### src/rtl/muldiv_if.sv
// muldiv_if: request/response handshake bundle for muldiv_unit
// master drives requests (flush, in_valid, op, data1, data2, in_tag) and out_ready;
// slave answers with in_ready, out_valid, result and out_tag.
interface muldiv_if #(
  parameter int XLEN  = 32,
  parameter int TAG_W = 5
);
  logic             flush;
  logic             in_valid;
  logic             in_ready;
  logic [2:0]       op;
  logic [XLEN-1:0]  data1;
  logic [XLEN-1:0]  data2;
  logic [TAG_W-1:0] in_tag;
  logic             out_valid;
  logic             out_ready;
  logic [XLEN-1:0]  result;
  logic [TAG_W-1:0] out_tag;
  modport master (
    output flush, in_valid, op, data1, data2, in_tag, out_ready,
    input  in_ready, out_valid, result, out_tag
  );
  modport slave (
    input  flush, in_valid, op, data1, data2, in_tag, out_ready,
    output in_ready, out_valid, result, out_tag
  );
endinterface

### src/rtl/muldiv_unit.sv
// muldiv_unit: iterative RV32M multiply/divide unit, 1 bit per cycle
// clk: rising-edge clock; reset: async active-high reset;
// bus: muldiv_if slave port carrying request (op/data1/data2/in_tag) and result handshakes plus flush.
module muldiv_unit #(
  parameter int XLEN  = 32,
  parameter int TAG_W = 5
) (
  input logic     clk,
  input logic     reset,
  muldiv_if.slave bus
);
  localparam int CW = $clog2(XLEN);
  typedef enum logic [1:0] {IDLE, CALC, FIX, DONE} state_t;
  state_t            state;
  logic [CW-1:0]     cnt;
  logic [2:0]        op_q;
  logic [TAG_W-1:0]  tag_q;
  logic [XLEN-1:0]   a;
  logic [2*XLEN-1:0] acc;
  logic              neg_q, neg_r;
  logic              sdiv, s1, s2, n1, n2, dz, ovf, accept;
  logic [XLEN-1:0]   m1, m2, byp, quo, rem, res;
  logic [XLEN:0]     mul_sum, rem_sh, rem_diff;
  logic [2*XLEN-1:0] prod;
  always_comb begin
    sdiv     = bus.op[2] & ~bus.op[0];
    s1       = sdiv | (bus.op == 3'b001) | (bus.op == 3'b010);
    s2       = sdiv | (bus.op == 3'b001);
    n1       = s1 & bus.data1[XLEN-1];
    n2       = s2 & bus.data2[XLEN-1];
    m1       = n1 ? -bus.data1 : bus.data1;
    m2       = n2 ? -bus.data2 : bus.data2;
    dz       = bus.op[2] && bus.data2 == '0;
    ovf      = sdiv && bus.data1 == {1'b1, {(XLEN-1){1'b0}}} && bus.data2 == '1;
    byp      = dz ? (bus.op[1] ? bus.data1 : '1) : (bus.op[1] ? '0 : bus.data1);
    accept   = bus.in_valid && bus.in_ready && !bus.flush;
    // multiply: acc = {partial high, remaining multiplier bits}, shifted right each step
    mul_sum  = {1'b0, acc[2*XLEN-1:XLEN]} + (acc[0] ? {1'b0, a} : '0);
    // divide: acc = {remainder, dividend bits being replaced by quotient bits}
    rem_sh   = acc[2*XLEN-1:XLEN-1];
    rem_diff = rem_sh - {1'b0, a};
    prod     = neg_q ? -acc : acc;
    quo      = neg_q ? -acc[XLEN-1:0] : acc[XLEN-1:0];
    rem      = neg_r ? -acc[2*XLEN-1:XLEN] : acc[2*XLEN-1:XLEN];
    res      = op_q[2] ? (op_q[1] ? rem : quo)
                       : (op_q[1:0] == 2'b00 ? prod[XLEN-1:0] : prod[2*XLEN-1:XLEN]);
  end
  always_ff @(posedge clk or posedge reset)
    if (reset) begin
      state         <= IDLE;
      cnt           <= '0;
      op_q          <= '0;
      tag_q         <= '0;
      a             <= '0;
      acc           <= '0;
      neg_q         <= 1'b0;
      neg_r         <= 1'b0;
      bus.in_ready  <= 1'b0;
      bus.out_valid <= 1'b0;
      bus.result    <= '0;
      bus.out_tag   <= '0;
    end else if (bus.flush) begin
      state         <= IDLE;
      cnt           <= '0;
      bus.in_ready  <= 1'b1;
      bus.out_valid <= 1'b0;
      bus.result    <= '0;
      bus.out_tag   <= '0;
    end else begin
      case (state)
        IDLE:
          if (accept) begin
            op_q         <= bus.op;
            tag_q        <= bus.in_tag;
            neg_q        <= n1 ^ n2;
            neg_r        <= n1;
            a            <= bus.op[2] ? m2 : m1;
            acc          <= {{XLEN{1'b0}}, bus.op[2] ? m1 : m2};
            cnt          <= CW'(XLEN - 1);
            bus.in_ready <= 1'b0;
            if (dz || ovf) begin
              state         <= DONE;
              bus.out_valid <= 1'b1;
              bus.result    <= byp;
              bus.out_tag   <= bus.in_tag;
            end else begin
              state <= CALC;
            end
          end else begin
            bus.in_ready <= 1'b1;
          end
        CALC: begin
          acc   <= op_q[2] ? {rem_diff[XLEN] ? rem_sh[XLEN-1:0] : rem_diff[XLEN-1:0],
                              acc[XLEN-2:0], ~rem_diff[XLEN]}
                           : {mul_sum, acc[XLEN-1:1]};
          cnt   <= cnt == '0 ? '0 : cnt - 1'b1;
          state <= cnt == '0 ? FIX : CALC;
        end
        FIX: begin
          state         <= DONE;
          bus.out_valid <= 1'b1;
          bus.result    <= res;
          bus.out_tag   <= tag_q;
        end
        DONE:
          if (bus.out_ready) begin
            state         <= IDLE;
            bus.in_ready  <= 1'b1;
            bus.out_valid <= 1'b0;
            bus.result    <= '0;
            bus.out_tag   <= '0;
          end
      endcase
    end
endmodule

### src/flat_wrapper.sv
// flat-port wrapper written by rule: the top's interface ports become plain ports
module muldiv_unit_flat 
#(
  parameter int XLEN  = 32,
  parameter int TAG_W = 5
)
  (clk, reset, bus_flush, bus_in_valid, bus_op, bus_data1, bus_data2, bus_in_tag, bus_out_ready, bus_in_ready, bus_out_valid, bus_result, bus_out_tag);
  muldiv_if #(.XLEN(XLEN), .TAG_W(TAG_W)) bus_i ();
  input logic clk;
  input logic reset;
  input wire logic [$bits(bus_i.flush)-1:0] bus_flush;
  input wire logic [$bits(bus_i.in_valid)-1:0] bus_in_valid;
  input wire logic [$bits(bus_i.op)-1:0] bus_op;
  input wire logic [$bits(bus_i.data1)-1:0] bus_data1;
  input wire logic [$bits(bus_i.data2)-1:0] bus_data2;
  input wire logic [$bits(bus_i.in_tag)-1:0] bus_in_tag;
  input wire logic [$bits(bus_i.out_ready)-1:0] bus_out_ready;
  output wire logic [$bits(bus_i.in_ready)-1:0] bus_in_ready;
  output wire logic [$bits(bus_i.out_valid)-1:0] bus_out_valid;
  output wire logic [$bits(bus_i.result)-1:0] bus_result;
  output wire logic [$bits(bus_i.out_tag)-1:0] bus_out_tag;
  assign bus_i.flush = bus_flush;
  assign bus_i.in_valid = bus_in_valid;
  assign bus_i.op = bus_op;
  assign bus_i.data1 = bus_data1;
  assign bus_i.data2 = bus_data2;
  assign bus_i.in_tag = bus_in_tag;
  assign bus_i.out_ready = bus_out_ready;
  assign bus_in_ready = bus_i.in_ready;
  assign bus_out_valid = bus_i.out_valid;
  assign bus_result = bus_i.result;
  assign bus_out_tag = bus_i.out_tag;
  muldiv_unit #(.XLEN(XLEN), .TAG_W(TAG_W)) u_core (.clk(clk), .reset(reset), .bus(bus_i));
endmodule
### config.mk
export PLATFORM = sky130hd
export DESIGN_NAME = muldiv_unit_flat
export DESIGN_NICKNAME = d
export VERILOG_FILES = /design/src/rtl/muldiv_if.sv /design/src/rtl/muldiv_unit.sv /design/src/flat_wrapper.sv
export SDC_FILE = /design/constraint.sdc
export NUM_CORES = 1
export LEC_CHECK = 0
export ABC_AREA = 0
export BUFFER_PORTS_ARGS = -buffer_cell sky130_fd_sc_hd__buf_2
export CAP_MARGIN = 5
export CORE_UTILIZATION = 34
export CTS_BUF_LIST = sky130_fd_sc_hd__clkbuf_4 sky130_fd_sc_hd__clkbuf_8
export CTS_CLUSTER_SIZE = 24
export DETAILED_ROUTE_END_ITERATION = 8
export HOLD_SLACK_MARGIN = 0.08
export PLACE_DENSITY = 0.6
export SETUP_SLACK_MARGIN = 0.1
export SKIP_CTS_REPAIR_TIMING = 1
export SYNTH_ARGS = -nofsm -noshare
export SYNTH_HDL_FRONTEND = slang
export SYNTH_SLANG_ARGS = --single-unit
### constraint.sdc
create_clock -name clk -period 9.9 [get_ports clk]
set_input_delay 0.99 -clock clk [delete_from_list [all_inputs] [get_ports clk]]
set_output_delay 0.99 -clock clk [all_outputs]
set_load 0.02 [all_outputs]
==> metrics.txt, run 1 <==
largest family of logic cells by synthesized area compound AO/OA/AOI/OAI gates; Final #Nets roughly 2200; WHS 0.489 ns; r2r setup slk 5.72 ns; Synth Area in Simple Gates about a fifth; vias in the first global route approximately 15000; post-DR vias/cell about 6; DRT iter0 DRCs 1832; RD Place Congestion 0.963; area share of xor/xnor cells in the synthesized design 10.7%; setup violators final 0; Final TNS setup 0 ns; Async SR Flop Fraction 100%; fin crit period 4.18 ns; VDD IR max approximately 130 uV; aggregate global-route resource usage 26.0%; Final Cell Area 17000 um^2; Worst Path Buf+Inv 2; EDFF count, synth 0; routed length per instance 22.8 um; site row count 78; clk buf depth 2; antenna viol nets, final 0; Hold Path Origin u_core.a[2]$_DFFE_PP0P_; placed cell area 16600 um^2; r2r startpoint u_core.acc[31]$_DFFE_PP0P_; drt first pass iters 6; starting density of the core 34.5%; pwr dens approximately 330 nW/um^2; root buf cell clkbuf_8; CTS tree yes; post-synthesis net count 2238; I/O Pins approximately 120; Synth Register Bits between 150 and 200; status complete, no violations; latest clock arrival within the worst-skew pair approximately 0.52 ns; Max Freq 0.239 GHz; die height 217 um; Reg-to-Reg End u_core.acc[61]$_DFFE_PP0P_; n_diodes 0; via count 16441; Area growth syn-to-layout 8.20%; compound-gate portion of the synthesized area 27.5%; DRC viols 0; Final Non-Filler Cells 2705; Lkg Pwr between 7 and 8 nW; final core occ 37.3%; WP data arrival 4.63 ns; Routed WL approximately 62000 um; Max-Cap Viols 0; crit path from bus_data2[18]; worst-path cell chain buf_2 > or4_1 > or4b_4 > nor3_4 > and4b_1 > buf_4 > a31oi_1 > o21ai_2 > a21oi_4 > nor2_1 > a22o_1; placeable core area between 40000 and 50000 um^2; placed insts between 2000 and 3000; Final Hold Fails 0; ys flop type dfrtp_1; share of post-route cells with drive strength above 1 10.0%; Critical-path top delay cell or4_1; fin. max-slew vios 0; Crit path required time ~10 ns; Synth Cell Area 15700 um^2; Min-Delay Endpoint u_core.a[2]$_DFFE_PP0P_; Worst Hold Class flop to flop; initial antenna violation count 0; global-route wire length before repair approximately 93000 um; cell family with most CP delay simple AND/OR/NAND/NOR gates; Worst slew margin 10.6%; Distinct cells, synth 87; worst hold stages 2; critical setup path kind primary input to flop; Clock Sinks 152; Reg clk slew, reported paths approximately 0.090 ns; multiplexer share of the synthesized area 4.70%; Syn Inst Count 2089; worst slew pin tran 1.34 ns; Layout fillers 4881; Worst setup SP type primary input; crit path max fanout 45; slowest stage delay, CP just over 0.6 ns; port buffer count about 120; clk_skew 0.0292 ns; total CTS buffers 17; Period Utilization, post-route 42.2%; total gr overflow 0; Reg2Reg Depth 13; Die ar. 47000 um^2; largest net degree at the start of global routing between 100 and 150; register area share after synthesis 24.3%; Synth Area in Adders 6.61%; Final HPWL DP between 40000 and 50000 um; Die X 217 um; H-Tree Depth 4; synth warn 0; Crit. End Element flop; Mean Syn Cell Area 7.51 um^2; RSZ-0062 raised after global routing no
## worst reg2reg max path, delay by kind of cell, from the launching register on
family,cells,cell delay [ns]
AO/OA/AOI/OAI,6,1.64
XOR/XNOR,1,0.13
adder cells (fa/ha/maj),2,0.68
buffers and inverters,2,0.76
flip-flops,1,0.57
AND/OR/NAND/NOR,2,0.29
## cells in the final DEF (no fill, tap or decap), types with 11 or more instances in the layout
| cell | synthesis | layout |
|---|---|---|
| nor2_1 | 219 | 219 |
| o21ai_0 | 195 | 195 |
| nand2_1 | 193 | 192 |
| a21oi_1 | 180 | 180 |
| dfrtp_1 | 152 | 151 |
| buf_2 | 6 | 115 |
| xor2_1 | 98 | 98 |
| xnor2_1 | 93 | 92 |
| inv_1 | 74 | 73 |
| ha_1 | 70 | 70 |
| nor3_1 | 69 | 68 |
| mux2i_1 | 59 | 59 |
| a211oi_1 | 35 | 35 |
| nand3_1 | 34 | 34 |
| a21o_1 | 28 | 28 |
| o31ai_1 | 28 | 28 |
| or3_1 | 27 | 27 |
| a31oi_1 | 26 | 26 |
| or4_1 | 25 | 25 |
| nand4_1 | 21 | 21 |
| a221oi_1 | 20 | 20 |
| buf_4 | 1 | 20 |
| clkbuf_8 | 0 | 18 |
| nor4_1 | 17 | 17 |
| o221ai_1 | 16 | 16 |
| nand2b_1 | 17 | 16 |
| and3_1 | 13 | 13 |
| o22ai_1 | 13 | 13 |
| mux2_2 | 13 | 13 |
| maj3_1 | 12 | 12 |
| o41ai_1 | 11 | 11 |
| a221o_1 | 11 | 11 |
| a22oi_1 | 11 | 11 |
## kinds of logic (layout without fill, tap and decap cells)
family / count (synthesis) / in the layout
AO/OA/AOI/OAI: 678 / 678
XOR/XNOR: 191 / 191
adder cells (fa/ha/maj): 84 / 84
buffers and inverters: 228 / 244
flip-flops: 152 / 152
multiplexers: 72 / 72
AND/OR/NAND/NOR: 684 / 684
## sequential cells by signal (all words and copies together) (netlist names), 2 cells and up
signal	count
u_core.bus.out_tag	5
u_core.op_q	3
u_core.state	2
u_core.bus.result	32
u_core.cnt	5
u_core.a	32
u_core.acc	64
u_core.tag_q	5
## synthesized netlist by cell type, types with 6 or more instances
cell / n / area (um^2)
or3_1: 27 / 169
a221oi_1: 20 / 175
dfrtp_1: 152 / 3800
o211ai_1: 9 / 67.6
o21bai_1: 7 / 52.6
nand3_1: 34 / 170
o221ai_1: 16 / 140
nor2b_1: 10 / 62.6
xnor2_1: 93 / 815
buf_1: 7 / 26.3
clkbuf_1: 133 / 499
o21ai_0: 195 / 976
nand2_1: 193 / 724
o41ai_1: 11 / 96.3
o31ai_1: 28 / 210
or4_1: 25 / 188
a22o_1: 9 / 78.8
inv_1: 74 / 278
maj3_1: 12 / 120
o21a_1: 10 / 75.1
buf_2: 6 / 30.0
nand2b_1: 17 / 106
a211oi_1: 35 / 263
and2_1: 9 / 56.3
a31oi_1: 26 / 163
o311ai_1: 6 / 52.6
ha_1: 70 / 876
a21o_1: 28 / 210
a21oi_1: 180 / 901
nand4_1: 21 / 131
o22a_1: 9 / 78.8
o22ai_1: 13 / 81.3
xor2_1: 98 / 858
mux2i_1: 59 / 591
nor3_1: 69 / 345
and3_1: 13 / 81.3
a221o_1: 11 / 110
or2_2: 7 / 43.8
nor4_1: 17 / 106
nor2_1: 219 / 822
a22oi_1: 11 / 82.6
mux2_2: 13 / 146
## per-stage QoR
stage | total power, mW | worst slack [ns]
finish | 5.57 | 5.72
global route | 5.94 | 5.57
CTS | 5.47 | 5.81
detailed placement | 4.96 | 5.29
global placement | 4.92 | 5.39
floorplan | 3.88 | 4.82
## final cells by class
| cell class | instances | area [um^2] | share of cell area, % |
|---|---|---|---|
| flip-flops and latches | 152 | 3800 | 22.4 |
| inverters | 77 | 294 | 1.73 |
| well taps | 600 | 751 | 4.43 |
| clock buffers | 20 | 263 | 1.55 |
| repair buffers | 135 | 726 | 4.28 |
| multi-input cells | 1709 | 11000 | 64.9 |
| clock inverters | 12 | 116 | 0.686 |
## worst max-delay path by stage
| stage | to | slack, ns | cells after the start |
|---|---|---|---|
| 2_1_floorplan | u_core.a[0]$_DFFE_PP0P_ | 4.82 | 1 |
| 3_3_place_gp | u_core.bus.result[23]$_DFFE_PP0P_ | 5.39 | 11 |
| 3_5_place_dp | u_core.bus.result[6]$_DFFE_PP0P_ | 5.29 | 11 |
| 4_1_cts | u_core.acc[61]$_DFFE_PP0P_ | 5.81 | 13 |
| 5_1_grt | u_core.bus.result[6]$_DFFE_PP0P_ | 5.57 | 11 |
| 6_report | u_core.bus.result[2]$_DFFE_PP0P_ | 5.72 | 11 |
## layer usage
| layer | global-route usage [%] | part of all wire (%) | wire length [um] |
|---|---|---|---|
| met2 | 40.5 | 44 | 27400 |
| met4 | 11.9 | 4.6 | 2860 |
| met3 | 3.93 | 8.0 | 4910 |
| met1 | 35.3 | 43 | 26600 |
| met5 | 0 | 0 | 0 |
## report_power, final
| part | switching, mW | internal (mW) |
|---|---|---|
| clock network | 0.281 | 0.214 |
| registers | 0.496 | 0.854 |
| logic | 2.33 | 1.40 |
No activity file was read; power rests on OpenSTA's default activity.
==> run 2, diff against run 1 <==
--- a/config.mk
+++ b/config.mk
@@ -13,7 +13,7 @@
 export CTS_CLUSTER_SIZE = 24
 export DETAILED_ROUTE_END_ITERATION = 8
 export HOLD_SLACK_MARGIN = 0.08
-export PLACE_DENSITY = 0.6
+export PLACE_DENSITY = 0.62
 export SETUP_SLACK_MARGIN = 0.1
 export SKIP_CTS_REPAIR_TIMING = 1
 export SYNTH_ARGS = -nofsm -noshare
==> constraint.sdc (replaced) <==
create_clock -name clk -period 3.6 [get_ports clk]
set_input_delay 0.36 -clock clk [delete_from_list [all_inputs] [get_ports clk]]
set_output_delay 0.36 -clock clk [all_outputs]
set_load 0.02 [all_outputs]
==> metrics.txt, run 2 (synthesized netlist as in run 1, its figures left out) <==
status complete, no violations; max reg flops 64 (unchanged); Worst slew margin 21.2% (+11 points); Layout fillers 4768 (-2.3%); Crit. End Element flop; Net Switching 9.01 mW (+190%); highest-count cells in the layout ignoring fill and taps 219 x nor2_1, 192 x nand2_1, 192 x o21ai_0; placed cell area 17300 um^2 (+4.4%); Area growth syn-to-layout 14.6%; clk buf depth 2 (unchanged); r2r setup slk 0.17 ns (-5.55 ns); Final Hold Fails 0 (unchanged); Reg clk slew, reported paths 0.10 ns (about the same); I/O Pins 116 (unchanged); aggregate global-route resource usage 26.2% (+0.19 points); Final Cell Area 18000 um^2 (+5.9%); n_diodes 0 (unchanged); Worst setup SP type flop; drt first pass iters 7 (+1); post-DR vias/cell 6.04 (-0.63%); Die ar. 47000 um^2 (unchanged); DRT iter0 DRCs 2110 (+15%); pwr dens 919 nW/um^2 (+180%); RD Place Congestion 1.02 (+5.5%); worst slew pin tran 1.18 ns (-0.158 ns); via count 16954 (+3.1%); RSZ-0062 raised after global routing yes; critical setup path kind flop to flop; Pint 7.50 mW (+200%); latest clock arrival within the worst-skew pair 0.53 ns (about the same); antenna viol nets, final 0 (unchanged); WP data arrival 3.84 ns (-0.79 ns); Die X 217 um (unchanged); Max-Cap Viols 0 (unchanged); DRC viols 0 (unchanged); placeable core area 45500 um^2 (unchanged); Reg2Reg Depth 13 (unchanged); Net Sw Frac 54.5% (-1.2 points); Routed WL 63400 um (+2.7%); Final HPWL DP 48700 um (+2.7%); Placement Setup Slack 0.0213 ns (-5.27 ns); port buffer count 115 (unchanged); biggest regs u_core.acc: 64 flops, u_core.a: 32 flops, u_core.bus.result: 32 flops; site row count 78 (unchanged); H-Tree Depth 4 (unchanged); Crit path required time 4.01 ns (-6.34 ns); initial antenna violation count 0 (unchanged); share of post-route cells with drive strength above 1 15.2% (+5.2 points); fin crit period 3.43 ns; starting density of the core 34.5% (unchanged); Max Freq slightly below 0.3 GHz; largest net degree at the start of global routing 153 (+43%); CTS tree yes; clk_skew 0.0217 ns (-0.00747 ns); die height 217 um (unchanged); Final TNS setup 0 ns (unchanged); total gr overflow 0 (unchanged); vias in the first global route 15396 (+3.0%); Clock Sinks 152 (unchanged); Final #Nets 2343 (+4.6%); Worst Hold Class primary input to async pin; placed insts 2763 (+3.4%); VDD IR max 405 uV (+220%); Final Non-Filler Cells 2807 (+3.8%); most common cell after layout, fill and taps aside nor2_1; routed length per instance 22.6 um (-1.1%); sequential power share 20.7% (-3.5 points); root buf cell clkbuf_8; Most flops, register u_core.acc; global-route wire length before repair 93800 um (+1.0%); setup violators final 0 (unchanged); final worst setup slack 0.170 ns (-5.55 ns); clock power share 9.0% (about the same); fin. max-slew vios 0 (unchanged); WHS 0.0476 ns (-0.441 ns); Logic pwr share 70.3% (+3.4 points); total CTS buffers 17 (unchanged); Lkg Pwr 7.88 nW (+7.8%); crit path max fanout 6 (-87%); Period Utilization, post-route 95.3%
run 2: cell types whose count changed in the layout (fill, tap and decap cells not counted), sizes merged:
cell	change
buf	+98
bufinv	+1
clkinvlp	+2
dlygate4sd3	+2
inv	-1
run 2: stage by stage:
step | utilization (%) | power (mW)
global placement | 38.1 | 14.2
finish | 39.5 | 16.5
global route | 39.5 | 17.5
detailed placement | 38.1 | 14.4
floorplan | - | 10.7
CTS | 39.0 | 15.9
run 2: final timing paths:
path	start	endpoint
worst max register to register	u_core.acc[0]$_DFFE_PP0P_	u_core.acc[61]$_DFFE_PP0P_
worst max-delay path	u_core.acc[0]$_DFFE_PP0P_	u_core.acc[61]$_DFFE_PP0P_
worst min-delay path	reset	u_core.acc[7]$_DFFE_PP0P_
min in group clk	bus_in_tag[3]	u_core.tag_q[3]$_DFFE_PP0P_
worst min register to register	u_core.a[11]$_DFFE_PP0P_	u_core.a[11]$_DFFE_PP0P_
max in group asynchronous	reset	u_core.acc[32]$_DFFE_PP0P_
run 2: power by group through the flow:
stage	clock network, mW	logic, mW	registers, mW
floorplan	0	7.71	2.95
global placement	0	10.9	3.37
detailed placement	0	11.0	3.39
CTS	1.49	11.0	3.36
global route	1.55	12.5	3.48
finish	1.49	11.6	3.42
run 2: area by class of cell:
type,count,area [um^2],area share (%)
Inverter,77,297,1.65
Timing Repair inverter,1,7.51,0.0418
Multi-Input combinational cell,1709,11100,62.0
Sequential cell,152,3810,21.2
Tap cell,600,751,4.18
Clock buffer,19,262,1.46
Timing Repair Buffer,236,1550,8.62
Clock inverter,13,160,0.892
run 2: routing by layer:
metal / vias up / GRT usage (%) / share of wire, %
met2: 809 / 39.3 / 44
met5: - / 0 / 0
met3: 126 / 4.19 / 7.9
met1: 8183 / 36.2 / 44
met4: 0 / 13.0 / 4.9
li1: 7836 / - / -
run 2: critical path, cell delays in order (launching register included):
cell        delay [ns]
dfrtp_1           0.37
buf_4             0.16
clkinvlp_4        0.20
nor2_1            0.15
ha_1              0.31
a21oi_1           0.23
o311ai_1          0.13
a21oi_1           0.24
o31a_1            0.32
o22ai_1           0.18
o211a_1           0.25
or3_1             0.35
a21o_1            0.19
a32o_1            0.24
